<file path="config.mk">
export PLATFORM = sky130hd
export DESIGN_NAME = wptr_full_prog
export DESIGN_NICKNAME = d
export VERILOG_FILES = /design/src/rtl/wptr_full_prog.sv
export SDC_FILE = /design/constraint.sdc
export NUM_CORES = 1
export LEC_CHECK = 0
export ABC_AREA = 0
export BUFFER_PORTS_ARGS = -buffer_cell sky130_fd_sc_hd__clkbuf_2
export CORE_MARGIN = 5
export CORE_UTILIZATION = 46
export CTS_CLUSTER_SIZE = 10
export DETAILED_ROUTE_END_ITERATION = 8
export MAX_ROUTING_LAYER = met4
export PLACE_DENSITY = 0.74
export RECOVER_POWER = 100
export SYNTH_ARGS = -nofsm -noshare
export SYNTH_HDL_FRONTEND = slang
export SYNTH_SLANG_ARGS = --single-unit
</file>
<file path="constraint.sdc">
create_clock -name wclk -period 2.8 [get_ports wclk]
set_input_delay 0.28 -clock wclk [delete_from_list [all_inputs] [get_ports wclk]]
set_output_delay 0.28 -clock wclk [all_outputs]
set_load 0.01 [all_outputs]
</file>
<file path="src/rtl/wptr_full_prog.sv">
// Write-domain Gray pointer, full/almost-full flags, registered fill level and
// optional sticky overflow flag (build with `define WPTR_FULL_OVF_EN to enable it).
module wptr_full_prog #(
  parameter int ADDRSIZE    = 4,
  parameter int SYNC_STAGES = 2
) (
  input  logic                wclk,
  input  logic                wrst_n,
  input  logic                winc,
  input  logic [ADDRSIZE:0]   rptr,
  input  logic [ADDRSIZE:0]   afull_thresh,
  input  logic                wclr_ovf,
  output logic [ADDRSIZE-1:0] waddr,
  output logic [ADDRSIZE:0]   wptr,
  output logic                wfull,
  output logic                awfull,
  output logic [ADDRSIZE:0]   wlevel,
  output logic                wovf
);

  if (SYNC_STAGES < 2 || SYNC_STAGES > 4) begin : g_bad_sync
    $error("SYNC_STAGES must be 2..4");
  end

  function automatic logic [ADDRSIZE:0] gray2bin(input logic [ADDRSIZE:0] g);
    logic [ADDRSIZE:0] b;
    b[ADDRSIZE] = g[ADDRSIZE];
    for (int i = ADDRSIZE - 1; i >= 0; i--) begin
      b[i] = b[i+1] ^ g[i];
    end
    return b;
  endfunction

  logic [SYNC_STAGES-1:0][ADDRSIZE:0] rsync_q;
  logic [ADDRSIZE:0] rq_gray_s;
  logic [ADDRSIZE:0] rq_bin_s;
  logic [ADDRSIZE:0] wbin_q, wbin_d;
  logic [ADDRSIZE:0] wptr_q, wptr_d;
  logic [ADDRSIZE:0] wlevel_q, wlevel_d;
  logic              wfull_q, wfull_d;
  logic              awfull_q, awfull_d;

  // Read-pointer synchronizer; index 0 is the stage nearest the rptr input.
  always_ff @(posedge wclk or negedge wrst_n) begin
    if (!wrst_n) begin
      rsync_q <= '0;
    end else begin
      rsync_q <= {rsync_q[SYNC_STAGES-2:0], rptr};
    end
  end

  assign rq_gray_s = rsync_q[SYNC_STAGES-1];

  // Next pointer, level and flag values; the level uses the post-write pointer
  // so a write and a synchronized read in the same cycle both count.
  always_comb begin
    wbin_d   = wbin_q + {{ADDRSIZE{1'b0}}, (winc & ~wfull_q)};
    wptr_d   = (wbin_d >> 1) ^ wbin_d;
    rq_bin_s = gray2bin(rq_gray_s);
    wlevel_d = wbin_d - rq_bin_s;
    wfull_d  = (wptr_d == {~rq_gray_s[ADDRSIZE:ADDRSIZE-1], rq_gray_s[ADDRSIZE-2:0]});
    awfull_d = (wlevel_d >= afull_thresh);
  end

  // Pointer, level and flag registers.
  always_ff @(posedge wclk or negedge wrst_n) begin
    if (!wrst_n) begin
      wbin_q   <= '0;
      wptr_q   <= '0;
      wlevel_q <= '0;
      wfull_q  <= 1'b0;
      awfull_q <= 1'b0;
    end else begin
      wbin_q   <= wbin_d;
      wptr_q   <= wptr_d;
      wlevel_q <= wlevel_d;
      wfull_q  <= wfull_d;
      awfull_q <= awfull_d;
    end
  end

  assign waddr  = wbin_q[ADDRSIZE-1:0];
  assign wptr   = wptr_q;
  assign wlevel = wlevel_q;
  assign wfull  = wfull_q;
  assign awfull = awfull_q;

`ifdef WPTR_FULL_OVF_EN
  logic wovf_q, wovf_d;

  // Sticky overflow: a write against a full FIFO sets it and beats a clear.
  always_comb begin
    if (winc && wfull_q) begin
      wovf_d = 1'b1;
    end else if (wclr_ovf) begin
      wovf_d = 1'b0;
    end else begin
      wovf_d = wovf_q;
    end
  end

  // Overflow flag register.
  always_ff @(posedge wclk or negedge wrst_n) begin
    if (!wrst_n) begin
      wovf_q <= 1'b0;
    end else begin
      wovf_q <= wovf_d;
    end
  end

  assign wovf = wovf_q;
`else
  logic unused_wclr_ovf_s;
  assign unused_wclr_ovf_s = wclr_ovf;
  assign wovf = 1'b0;
`endif

endmodule
</file>
## Word-level counts from Yosys, hierarchy flattened

Index checks and enable logic that the tools add are counted.

- Bits in registers: 27
- Input port bits: 14
- Output and inout port bits: 17

- Add/subtract/negate cells: 2
- Order comparisons: 1
- Equal/unequal tests: 1
- Bitwise logic cells: 8

Operators with widths:

| cell | number |
|---|---|
| $add 5x1->5 | 1 |
| $eq 5x5->1 | 1 |
| $ge 5x5->1 | 1 |
| $sub 5x5->5 | 1 |
| $xor 4x5->5 | 1 |
| $xor 1x1->1 | 4 |
| $not 2->2 | 1 |
| $and 1x1->1 | 1 |
| $not 1->1 | 1 |

## Longest topological paths before layout

Gate-level depths: netlist of run 1.

- Word-level depth: 6
- Mapped depth: 12
- Depth with buffers taken out: 12

## Least setup slack after synthesis of run 1

Ideal clock, no wire load.

- Kind: register -> register
- Start: register rsync_q (netlist bit rq_gray_s[4])
- End: register awfull_q (netlist: awfull)
- Library setup time: 0.118 ns
- Arrival: 2.775 ns
- Data required time: 2.682 ns
- Setup slack: -0.093 ns
- Cell stages (with the launch flop): 13
- Period minus slack after synthesis: 2.893 ns
- Path through: dfrtp_1 xnor2_1 xor2_1 xor2_1 xnor2_1 ha_1 fa_1 inv_1 ha_1 a21o_1 a21o_1 a21o_1 a21o_1

- Cells in the longest elaborated chain, start to end: 6

RTL lines:

| item | line | source |
|---|---|---|
| start: declaration | 34 | `logic [SYNC_STAGES-1:0][ADDRSIZE:0] rsync_q;` |
| start signal: assignment | 48 | `rsync_q <= {rsync_q[SYNC_STAGES-2:0], rptr};` |
| $xor 1x1->1 * (3 in a row) | 29 | `b[i] = b[i+1] ^ g[i];` |
| $xor 1x1->1 | 29 |  |
| $sub 5x5->5 * | 60 | `wlevel_d = wbin_d - rq_bin_s;` |
| net wlevel_d[1] | 39 | `logic [ADDRSIZE:0] wlevel_q, wlevel_d;` |
| $ge 5x5->1 * | 62 | `awfull_d = (wlevel_d >= afull_thresh);` |
| net awfull_d | 41 | `logic awfull_q, awfull_d;` |
| end signal: assignment | 78 | `awfull_q <= awfull_d;` |
| end: declaration | 41 |  |

Mark *: on every way through the listed nets, which the timed path passes. The rest lies on a longest branch.

## Worst setup path in the final report of run 1

- Start: register rsync_q (netlist bit rq_gray_s[3])
- End: register awfull_q (netlist: awfull)

The elaborated chain is that of the path after synthesis.

==> results.json, run 1 <==
{
  "outcome": "complete, but fails checks",
  "violations": "setup timing",
  "drc_errors": 0,
  "cts.sinks": 26,
  "gr-total-overflow": 0,
  "post_drt_wl_per_cell_um": 12.21,
  "placement.setup.worst_slack_ns": -0.1806,
  "totalPowerFinal_uw": 1910,
  "clock_skew_ns": 0.001853,
  "timing.final.hold_violations": 0,
  "power_per_cell_area_mw_per_mm2": 1249,
  "ctsHtreeMaxLevel": 1,
  "tightestPinTransition_ns": 1.347,
  "crit_start": "rq_gray_s[3]$_DFF_PN0_",
  "post_synth_main_area_contributors": "sky130_fd_sc_hd__dfrtp_1 (54%), sky130_fd_sc_hd__ha_1 (12%), sky130_fd_sc_hd__xnor2_1 (8.1%)",
  "cpPeakStageDelay_ns": 0.43,
  "design.core.area_mm2": 0.002477,
  "yosys_most_used_dff": "sky130_fd_sc_hd__dfrtp_1",
  "gp_congestion": 0.7426,
  "timing.critical_path.from_type": "flip-flop",
  "count_of_cells_along_the_worst_register_to_register_path": 12,
  "floorplan.die_area_mm2": 0.003720,
  "unrepaired_setup_endpoints_after_global_routing": "yes",
  "yosys.area.top_type": "sky130_fd_sc_hd__dfrtp_1",
  "fp-row-count": 18,
  "finish.net_count": 167,
  "placedCellCount": 159,
  "power.share.switching_pct": 40.72,
  "internal_power_uw": 1132,
  "hp-class": "in -> reg",
  "layoutNonFillerInstCount": 170,
  "worst_r2r_endpoint": "awfull$_DFF_PN0_",
  "tritoncts.num_buffers": 3,
  "achievable-frequency_ghz": 0.3483,
  "die_h_um": 61.00,
  "timing.hold.worst.start": "rptr[3]",
  "grt_start_max_net_pins": 27,
  "report.final.slew_viol_count": 0,
  "grt.total_usage_pct": 13.39,
  "post_route_cells_drive_above_1_share_pct": 26.43,
  "initial_utilization_pct": 48.28,
  "buffer_ports.inserted": 28,
  "min_delay_worst_endpoint": "rsync_q[3]$_DFF_PN0_",
  "drt_first_iter_violations": 26,
  "synth-warning-count": 0,
  "dieWidth_um": 61.00,
  "tritoncts": "built",
  "clockRootBuffer": "sky130_fd_sc_hd__clkbuf_4",
  "hold_depth": 1,
  "worstSkewPairLatency_ns": 0.31,
  "synth_async_reset_ratio_pct": 100.0,
  "cp.required_ns": 3.02,
  "worst_r2r_startpoint": "rq_gray_s[3]$_DFF_PN0_",
  "n_antenna_cell": 0,
  "most_numerous_cell_in_the_yosys_netlist": "sky130_fd_sc_hd__dfrtp_1",
  "leakagePower_uw": 0.0007667,
  "share_comb_of_total_power_pct": 59.2,
  "flow.area_growth_from_synthesis_pct": 27.82,
  "final_period_demand_of_the_worst_path_ns": 2.871,
  "drt_wl_total_mm": 2.075,
  "post_synth_most_frequent_cells": "sky130_fd_sc_hd__dfrtp_1 (26), sky130_fd_sc_hd__ha_1 (11), sky130_fd_sc_hd__inv_1 (11), sky130_fd_sc_hd__xnor2_1 (11), sky130_fd_sc_hd__xor2_1 (8)",
  "clock_path_buffers": 2,
  "postSynthNetCount": 120,
  "detail_route.vias_per_cell": 4.576,
  "power.clock.fraction_pct": 9.8,
  "critPathMostFrequentCell": "sky130_fd_sc_hd__a21o_1",
  "sequentialPowerShare_pct": 31.0,
  "synth_cell_type_count": 20,
  "cp_max_fo": 2,
  "critPathCaptureType": "flip-flop",
  "first_global_vias": 861,
  "synth_edf_count": 0,
  "dr_total_vias": 778,
  "total_switching_power_uw": 777.6,
  "worst_vdd_ir_uv": 771.7,
  "clk_transition_reported_paths_ns": 0.14,
  "relSlewSlack_pct": 10.17,
  "synth_cells": 94,
  "ys_seq_area_share_pct": 54.39,
  "worstSetupPathType": "reg -> reg",
  "post-route-util_pct": 61.72,
  "synth-seq-cells": 26,
  "grt_first_pass_wirelength_mm": 3.615,
  "post_synth.cell_area_avg_um2": 12.72,
  "detailed_placement_hpwl_mm": 1.610,
  "top_level_ports": 31,
  "finalCritPeriodShare_pct": 102.5,
  "setup_viol": 1,
  "synthesis.area_mm2": 0.001196,
  "dr.pass1.iters": 2,
  "crit_path_cell_trace": "xnor2_2, xor2_2, xor2_2, xnor2_1, ha_2, fa_1, inv_2, ha_4, a21o_1, a21o_1, a21o_1, a21o_1",
  "crit_arrival_ns": 3.09,
  "drv.max_cap_violation_count": 0,
  "worst-r2r-setup-slack_ns": -0.07,
  "route.antenna.remaining_nets": 0,
  "antenna_found_initial": 0,
  "critPathSlowestCell": "sky130_fd_sc_hd__dfrtp_1",
  "synth_top_cell_area_share_pct": 54.39,
  "fin_ws_ns": -0.07116
}
registers in the layout (all words and copies together) (netlist names):
name       cells
wlevel         5
awfull         1
rsync_q        5
wfull          1
wbin_q         5
rq_gray_s      5
wptr           4
cells by family (layout without fill, tap and decap cells):
kind of cell	after synthesis	after routing	synth area share [%]
compound gates	11	11	6.276
fa+ha+maj	12	12	13.18
simple gates	11	11	5.021
other cells	1	1	0.3135
xor+xnor	20	20	15.79
mux	1	1	0.9414
buf+inv	12	58	4.080
flops	26	26	54.39
worst max-delay path: cells and delay by family (launching register included):
family	cells	cell delay (ns)
flip-flops	1	0.43
adder cells (fa/ha/maj)	3	0.84
buffers and inverters	1	0.09
XOR/XNOR	4	0.83
AO/OA/AOI/OAI	4	0.60
through the flow:
step	hold slack [ns]	setup TNS (ns)	cell area [um2]
2_1_floorplan	-0.01559	-0.06377	1206
3_3_place_gp	0.3197	-0.1018	1436
3_5_place_dp	0.3288	-0.1806	1436
4_1_cts	0.04638	-0.1688	1505
5_1_grt	0.03439	-0.1784	1529
6_report	0.05853	-0.07116	1529
layout make-up:
| type | count | area (um2) |
|---|---|---|
| Multi-Input combinational cell | 56 | 536.8 |
| Timing Repair Buffer | 43 | 226.5 |
| Sequential cell | 26 | 650.6 |
| Clock buffer | 4 | 36.28 |
| Inverter | 11 | 41.29 |
| Tap cell | 30 | 37.54 |
| Fill cell | 216 | 948.4 |
layer usage:
layer  vias to the layer above  track usage, %  part of all wire (%)
met5                         -               -                     0
met4                         0           2.786                     0
met3                         0           2.766                   5.4
met2                        22           23.05                    50
met1                       366           16.22                    45
li1                        390               -                     -
what timing repair did:
item,in CTS,in global routing
pin swaps,10,7
setup endpoints to repair,1,1
hold buffers,1,0
buffers inserted,3,3
resized for setup,0,5
hold endpoints to repair,26,0
cell usage in the layout (no fill, tap or decap), types with 3 or more instances in the layout:
master | Yosys | final
sky130_fd_sc_hd__buf_4 | 1 | 12
sky130_fd_sc_hd__xor2_1 | 8 | 6
sky130_fd_sc_hd__dfrtp_1 | 26 | 26
sky130_fd_sc_hd__clkbuf_4 | 0 | 3
sky130_fd_sc_hd__a21o_1 | 6 | 6
sky130_fd_sc_hd__a21oi_1 | 3 | 3
sky130_fd_sc_hd__xnor2_1 | 11 | 10
sky130_fd_sc_hd__ha_1 | 11 | 8
sky130_fd_sc_hd__clkbuf_1 | 0 | 19
sky130_fd_sc_hd__nand2_1 | 3 | 3
sky130_fd_sc_hd__clkbuf_2 | 0 | 11
sky130_fd_sc_hd__inv_1 | 11 | 10
how the worst max path moves through the flow:
stage / to / slack [ns] / depth (start not counted)
2_1_floorplan: awfull$_DFF_PN0_ / -0.06 / 12
3_3_place_gp: awfull$_DFF_PN0_ / -0.10 / 12
3_5_place_dp: awfull$_DFF_PN0_ / -0.18 / 12
4_1_cts: awfull$_DFF_PN0_ / -0.17 / 12
5_1_grt: awfull$_DFF_PN0_ / -0.18 / 12
6_report: awfull$_DFF_PN0_ / -0.07 / 12
power groups by stage:
stage / Combinational [uW] / Clock, uW / Sequential [uW]
3_3_place_gp: 1100 / 0 / 594
5_1_grt: 1290 / 216 / 608
2_1_floorplan: 734 / 0 / 655
3_5_place_dp: 1140 / 0 / 602
6_report: 1130 / 188 / 591
4_1_cts: 1160 / 195 / 593
No activity file was read; power rests on OpenSTA's default activity.
==> inputs of run 2 (changes only) <==
--- a/config.mk
+++ b/config.mk
@@ -12,7 +12,7 @@
 export CTS_CLUSTER_SIZE = 10
 export DETAILED_ROUTE_END_ITERATION = 8
 export MAX_ROUTING_LAYER = met4
-export PLACE_DENSITY = 0.74
+export PLACE_DENSITY = 0.71
 export RECOVER_POWER = 100
 export SYNTH_ARGS = -nofsm -noshare
 export SYNTH_HDL_FRONTEND = slang
==> constraint.sdc (replaced) <==
create_clock -name wclk -period 3.39 [get_ports wclk]
set_input_delay 0.339 -clock wclk [delete_from_list [all_inputs] [get_ports wclk]]
set_output_delay 0.339 -clock wclk [all_outputs]
set_load 0.02 [all_outputs]
==> results.json, run 2 (synthesis results as in run 1) <==
{
  "drv.max_cap_violation_count": 0,
  "post-route-util_pct": 54.95,
  "unrepaired_setup_endpoints_after_global_routing": "no",
  "post_route_cells_drive_above_1_share_pct": 12.00,
  "worstSkewPairLatency_ns": 0.30,
  "clock_skew_ns": 0.0008242,
  "power_per_cell_area_mw_per_mm2": 1119,
  "final_period_demand_of_the_worst_path_ns": 3.124,
  "detail_route.vias_per_cell": 4.742,
  "buffer_ports.inserted": 28,
  "worst-path-buf-inv": 1,
  "setup_viol": 0,
  "floorplan.die_area_mm2": 0.003720,
  "dr_total_vias": 735,
  "worstSetupPathType": "reg -> reg",
  "hp-class": "in -> reg",
  "critPathSlowestCell": "sky130_fd_sc_hd__fa_1",
  "gr-total-overflow": 0,
  "leakagePower_uw": 0.0006923,
  "fin_tns_setup_ns": 0,
  "report.final.slew_viol_count": 0,
  "clockRootBuffer": "sky130_fd_sc_hd__clkbuf_4",
  "relSlewSlack_pct": 12.06,
  "tightestPinTransition_ns": 1.319,
  "route.antenna.remaining_nets": 0,
  "share_comb_of_total_power_pct": 59.9,
  "clock_path_buffers": 2,
  "gp_congestion": 0.7361,
  "crit_arrival_ns": 3.34,
  "drt_first_iter_violations": 10,
  "worst_vdd_ir_uv": 672.8,
  "drc_errors": 0,
  "cp_max_fo": 3,
  "dr.pass1.iters": 3,
  "post_drt_wl_per_cell_um": 12.14,
  "layout_common_cells": "sky130_fd_sc_hd__dfrtp_1 (26), sky130_fd_sc_hd__clkbuf_1 (18)",
  "grt_first_pass_wirelength_mm": 3.353,
  "achievable-frequency_ghz": 0.3201,
  "finish.net_count": 153,
  "tritoncts": "built",
  "grt.total_usage_pct": 12.58,
  "timing.critical_path.from_type": "flip-flop",
  "top_level_ports": 31,
  "timing.final.hold_violations": 0,
  "totalPowerFinal_uw": 1524,
  "ctsHtreeMaxLevel": 1,
  "die_h_um": 61.00,
  "timing.critical_path.max_delay_family": "adder cells",
  "detailed_placement_hpwl_mm": 1.518,
  "tritoncts.num_buffers": 3,
  "antenna_found_initial": 0,
  "crit_path_cell_trace": "xnor2_1, xor2_1, xor2_1, xnor2_1, ha_1, fa_1, inv_1, ha_1, a21o_1, a21o_1, a21o_1, a21o_1",
  "cts.repair_timing.setup_buffer_count": 0,
  "n_antenna_cell": 0,
  "cp.required_ns": 3.60,
  "post_cts_resized": 0,
  "n_fill_cell": 227,
  "internal_power_uw": 859.2,
  "first_global_vias": 815,
  "total_switching_power_uw": 664.6,
  "cts.sinks": 26,
  "power.share.switching_pct": 43.62,
  "mostFrequentLayoutCell": "sky130_fd_sc_hd__dfrtp_1",
  "fin_hold_ws_ns": 0.1273,
  "critPathCaptureType": "flip-flop",
  "dieWidth_um": 61.00,
  "cpPeakStageDelay_ns": 0.49,
  "drt_wl_total_mm": 1.882,
  "design.core.area_mm2": 0.002477,
  "clk_transition_reported_paths_ns": 0.12,
  "fp-row-count": 18,
  "critPathMostFrequentCell": "sky130_fd_sc_hd__a21o_1",
  "power.clock.fraction_pct": 8.0,
  "grt_start_max_net_pins": 27,
  "flow.area_growth_from_synthesis_pct": 13.81,
  "cts.hold.buffers_added": 0,
  "initial_utilization_pct": 48.28,
  "sequentialPowerShare_pct": 32.1,
  "outcome": "completed",
  "finalCritPeriodShare_pct": 92.15
}
run 2: changes by cell type in the layout (fill, tap and decap cells not counted), moves of 2 or more:
cell | before | now
sky130_fd_sc_hd__buf_4 | 12 | 0
sky130_fd_sc_hd__ha_1 | 8 | 11
sky130_fd_sc_hd__ha_2 | 2 | 0
sky130_fd_sc_hd__xor2_1 | 6 | 8
sky130_fd_sc_hd__xor2_2 | 2 | 0
run 2: routing by layer:
metal  up-vias  GRT usage [%]  part of all wire (%)
met5         -              -                     0
met4         0          5.573                  0.58
met3         2          1.915                   7.4
met2        22          21.53                    49
met1       342          14.48                    43
li1        369              -                     -
run 2: worst register-to-register path, stage by stage (launching register included):
cell	delay, ns
sky130_fd_sc_hd__dfrtp_1	0.42
sky130_fd_sc_hd__xnor2_1	0.27
sky130_fd_sc_hd__xor2_1	0.26
sky130_fd_sc_hd__xor2_1	0.30
sky130_fd_sc_hd__xnor2_1	0.11
sky130_fd_sc_hd__ha_1	0.21
sky130_fd_sc_hd__fa_1	0.49
sky130_fd_sc_hd__inv_1	0.05
sky130_fd_sc_hd__ha_1	0.26
sky130_fd_sc_hd__a21o_1	0.16
sky130_fd_sc_hd__a21o_1	0.17
sky130_fd_sc_hd__a21o_1	0.17
sky130_fd_sc_hd__a21o_1	0.17
run 2: layout make-up:
class                   count  area [um2]  area share [%]
flip-flops and latches     26       650.6           47.79
multi-input cells          56       486.7           35.75
repair buffers             29       122.6           9.007
inverters                  11       41.29           3.033
well taps                  30       37.54           2.757
clock buffers               3       22.52           1.654
run 2: stage by stage:
step / setup slack [ns] / instance area, um2 / cells
2_1_floorplan: 0.4968 / 1196 / 94
3_3_place_gp: 0.3410 / 1374 / 152
3_5_place_dp: 0.2610 / 1374 / 152
4_1_cts: 0.2290 / 1396 / 155
5_1_grt: 0.02920 / 1361 / 155
6_report: 0.2663 / 1361 / 155
run 2: power by group through the flow:
stage	Sequential, uW	Combinational [uW]	Clock (uW)
3_3_place_gp	491	947	0
6_report	489	913	122
3_5_place_dp	499	977	0
4_1_cts	492	983	130
5_1_grt	502	1050	142
2_1_floorplan	613	603	0
run 2: worst paths after layout:
path | to | start | cells after the start | slack, ns
worst min register to register | rq_gray_s[3]$_DFF_PN0_ | rsync_q[3]$_DFF_PN0_ | 0 | 0.36
worst max register to register | awfull$_DFF_PN0_ | rq_gray_s[4]$_DFF_PN0_ | 12 | 0.27
worst max-delay path | awfull$_DFF_PN0_ | rq_gray_s[4]$_DFF_PN0_ | 12 | 0.27
min in group asynchronous | wptr[0]$_DFF_PN0_ | wrst_n | 1 | 0.29
worst min-delay path | rsync_q[1]$_DFF_PN0_ | rptr[1] | 1 | 0.13
max in group asynchronous | wlevel[2]$_DFF_PN0_ | wrst_n | 1 | 2.32
==> inputs of run 3 (changes only) <==
--- a/config.mk
+++ b/config.mk
@@ -11,9 +11,11 @@
 export CORE_UTILIZATION = 46
 export CTS_CLUSTER_SIZE = 10
 export DETAILED_ROUTE_END_ITERATION = 8
+export HOLD_SLACK_MARGIN = 0.08
 export MAX_ROUTING_LAYER = met4
 export PLACE_DENSITY = 0.71
 export RECOVER_POWER = 100
+export SKIP_CTS_REPAIR_TIMING = 1
 export SYNTH_ARGS = -nofsm -noshare
 export SYNTH_HDL_FRONTEND = slang
 export SYNTH_SLANG_ARGS = --single-unit
==> constraint.sdc (replaced) <==
create_clock -name wclk -period 3.6 [get_ports wclk]
set_input_delay 0.36 -clock wclk [delete_from_list [all_inputs] [get_ports wclk]]
set_output_delay 0.36 -clock wclk [all_outputs]
set_load 0.02 [all_outputs]
==> results.json, run 3 (synthesis results as in run 1) <==
{
  "power_per_cell_area_mw_per_mm2": 1062,
  "final_cell_area_mm2": 0.001368,
  "crit_arrival_ns": 3.33,
  "hp-class": "in -> reg",
  "detailed_placement_hpwl_mm": 1.605,
  "cp_max_fo": 3,
  "cp.required_ns": 3.82,
  "timing.critical_path.from_type": "flip-flop",
  "clk_transition_reported_paths_ns": 0.13,
  "drc_errors": 0,
  "final_period_demand_of_the_worst_path_ns": 3.112,
  "clock_path_buffers": 2,
  "post_drt_wl_per_cell_um": 12.92,
  "worstSetupPathType": "reg -> reg",
  "worstSkewPairLatency_ns": 0.31,
  "dr_total_vias": 750,
  "n_fill_cell": 233,
  "grt_first_pass_wirelength_mm": 3.387,
  "setup_viol": 0,
  "achievable-frequency_ghz": 0.3213,
  "dpl_cell_area_mm2": 0.001366,
  "gp_congestion": 0.7361,
  "antenna_found_initial": 0,
  "fin_tns_setup_ns": 0,
  "tightestPinTransition_ns": 1.335,
  "worst_vdd_ir_uv": 610.6,
  "tritoncts.num_buffers": 3,
  "critPathCaptureType": "flip-flop",
  "dieWidth_um": 61.00,
  "floorplan.die_area_mm2": 0.003720,
  "die_h_um": 61.00,
  "finalCritPeriodShare_pct": 86.45,
  "flow.area_growth_from_synthesis_pct": 14.33,
  "detail_route.wirelength.met1_um": 836,
  "detail_route.vias_per_cell": 4.839,
  "hold_depth": 1,
  "clock_skew_ns": 0.004491,
  "dr.pass1.iters": 3,
  "n_antenna_cell": 0,
  "drt_wl_total_mm": 2.002,
  "leakagePower_uw": 0.0006953,
  "top_level_ports": 31,
  "relSlewSlack_pct": 11.02,
  "buffer_ports.inserted": 28,
  "drv.max_cap_violation_count": 0,
  "first_global_vias": 823,
  "routed-wl-met3_um": 143,
  "layout_common_cells": "sky130_fd_sc_hd__dfrtp_1 (26), sky130_fd_sc_hd__clkbuf_1 (17)",
  "mostFrequentLayoutCell": "sky130_fd_sc_hd__dfrtp_1",
  "cts.sinks": 26,
  "register_area_um2": 650.6,
  "grt_start_max_net_pins": 27,
  "outcome": "completed",
  "timing.final.hold_violations": 0,
  "drt_first_iter_violations": 9,
  "multi_input_comb_area_um2": 486.7,
  "finish.net_count": 153,
  "fp-row-count": 18,
  "post_route_cells_drive_above_1_share_pct": 12.00,
  "gr-total-overflow": 0,
  "tritoncts": "built",
  "count_of_cells_along_the_worst_register_to_register_path": 12,
  "route.met2.wl_um": 998,
  "unrepaired_setup_endpoints_after_global_routing": "no",
  "design.core.area_mm2": 0.002477,
  "clockRootBuffer": "sky130_fd_sc_hd__clkbuf_4",
  "highest_layer": "met4",
  "ctsHtreeMaxLevel": 1,
  "initial_utilization_pct": 48.28,
  "report.final.slew_viol_count": 0,
  "grt.total_usage_pct": 12.97,
  "route.antenna.remaining_nets": 0,
  "post-route-util_pct": 55.20
}
[run 3: changes by cell type in the layout (fill, tap and decap cells not counted), sizes merged]
cell	before	now
clkbuf	32	31
dlygate4sd3	0	1
[run 3: where the power goes]
| part | internal, uW | switching, uW |
|---|---|---|
| Clock | 39.1 | 79.9 |
| Combinational | 368 | 506 |
| Sequential | 400 | 59.0 |
| Total | 807 | 645 |
[run 3: final timing paths]
path / start / to / slack [ns]
worst max-delay path: rq_gray_s[3]$_DFF_PN0_ / awfull$_DFF_PN0_ / 0.49
worst min-delay path: rptr[0] / rsync_q[0]$_DFF_PN0_ / 0.14
worst max register to register: rq_gray_s[3]$_DFF_PN0_ / awfull$_DFF_PN0_ / 0.49
worst min register to register: rsync_q[0]$_DFF_PN0_ / rq_gray_s[0]$_DFF_PN0_ / 0.36
max in group asynchronous: wrst_n / wlevel[4]$_DFF_PN0_ / 1.96
min in group asynchronous: wrst_n / wptr[0]$_DFF_PN0_ / 0.86
[run 3: stage by stage]
stage	std cells	total power (uW)	worst slack (ns)	hold slack (ns)
after floorplan	94	1146	0.7068	0.06441
after global placement	151	1341	0.5503	0.3329
after detailed placement	151	1388	0.4693	0.3347
after CTS	154	1509	0.4385	0.05537
after global routing	155	1592	0.2998	0.1186
final	155	1452	0.4879	0.1425
[run 3: cell type report]
type,count,share of cell area [%]
Sequential cell,26,47.58
Clock buffer,3,1.647
Inverter,11,3.019
Timing Repair Buffer,29,9.424
Tap cell,30,2.745
Multi-Input combinational cell,56,35.59
[run 3: layer usage]
layer	up-vias	GRT usage [%]
met5	-	-
met4	0	6.811
met3	4	1.915
met2	26	22.60
met1	359	14.15
li1	361	-
[run 3: worst max-delay path: stages (launching register included)]
cell and delay, ns:
sky130_fd_sc_hd__dfrtp_1 0.43, sky130_fd_sc_hd__xnor2_1 0.24, sky130_fd_sc_hd__xor2_1 0.25, sky130_fd_sc_hd__xor2_1 0.30, sky130_fd_sc_hd__xnor2_1 0.11, sky130_fd_sc_hd__ha_1 0.21
sky130_fd_sc_hd__fa_1 0.49, sky130_fd_sc_hd__inv_1 0.05, sky130_fd_sc_hd__ha_1 0.26, sky130_fd_sc_hd__a21o_1 0.16, sky130_fd_sc_hd__a21o_1 0.18, sky130_fd_sc_hd__a21o_1 0.17
sky130_fd_sc_hd__a21o_1 0.17
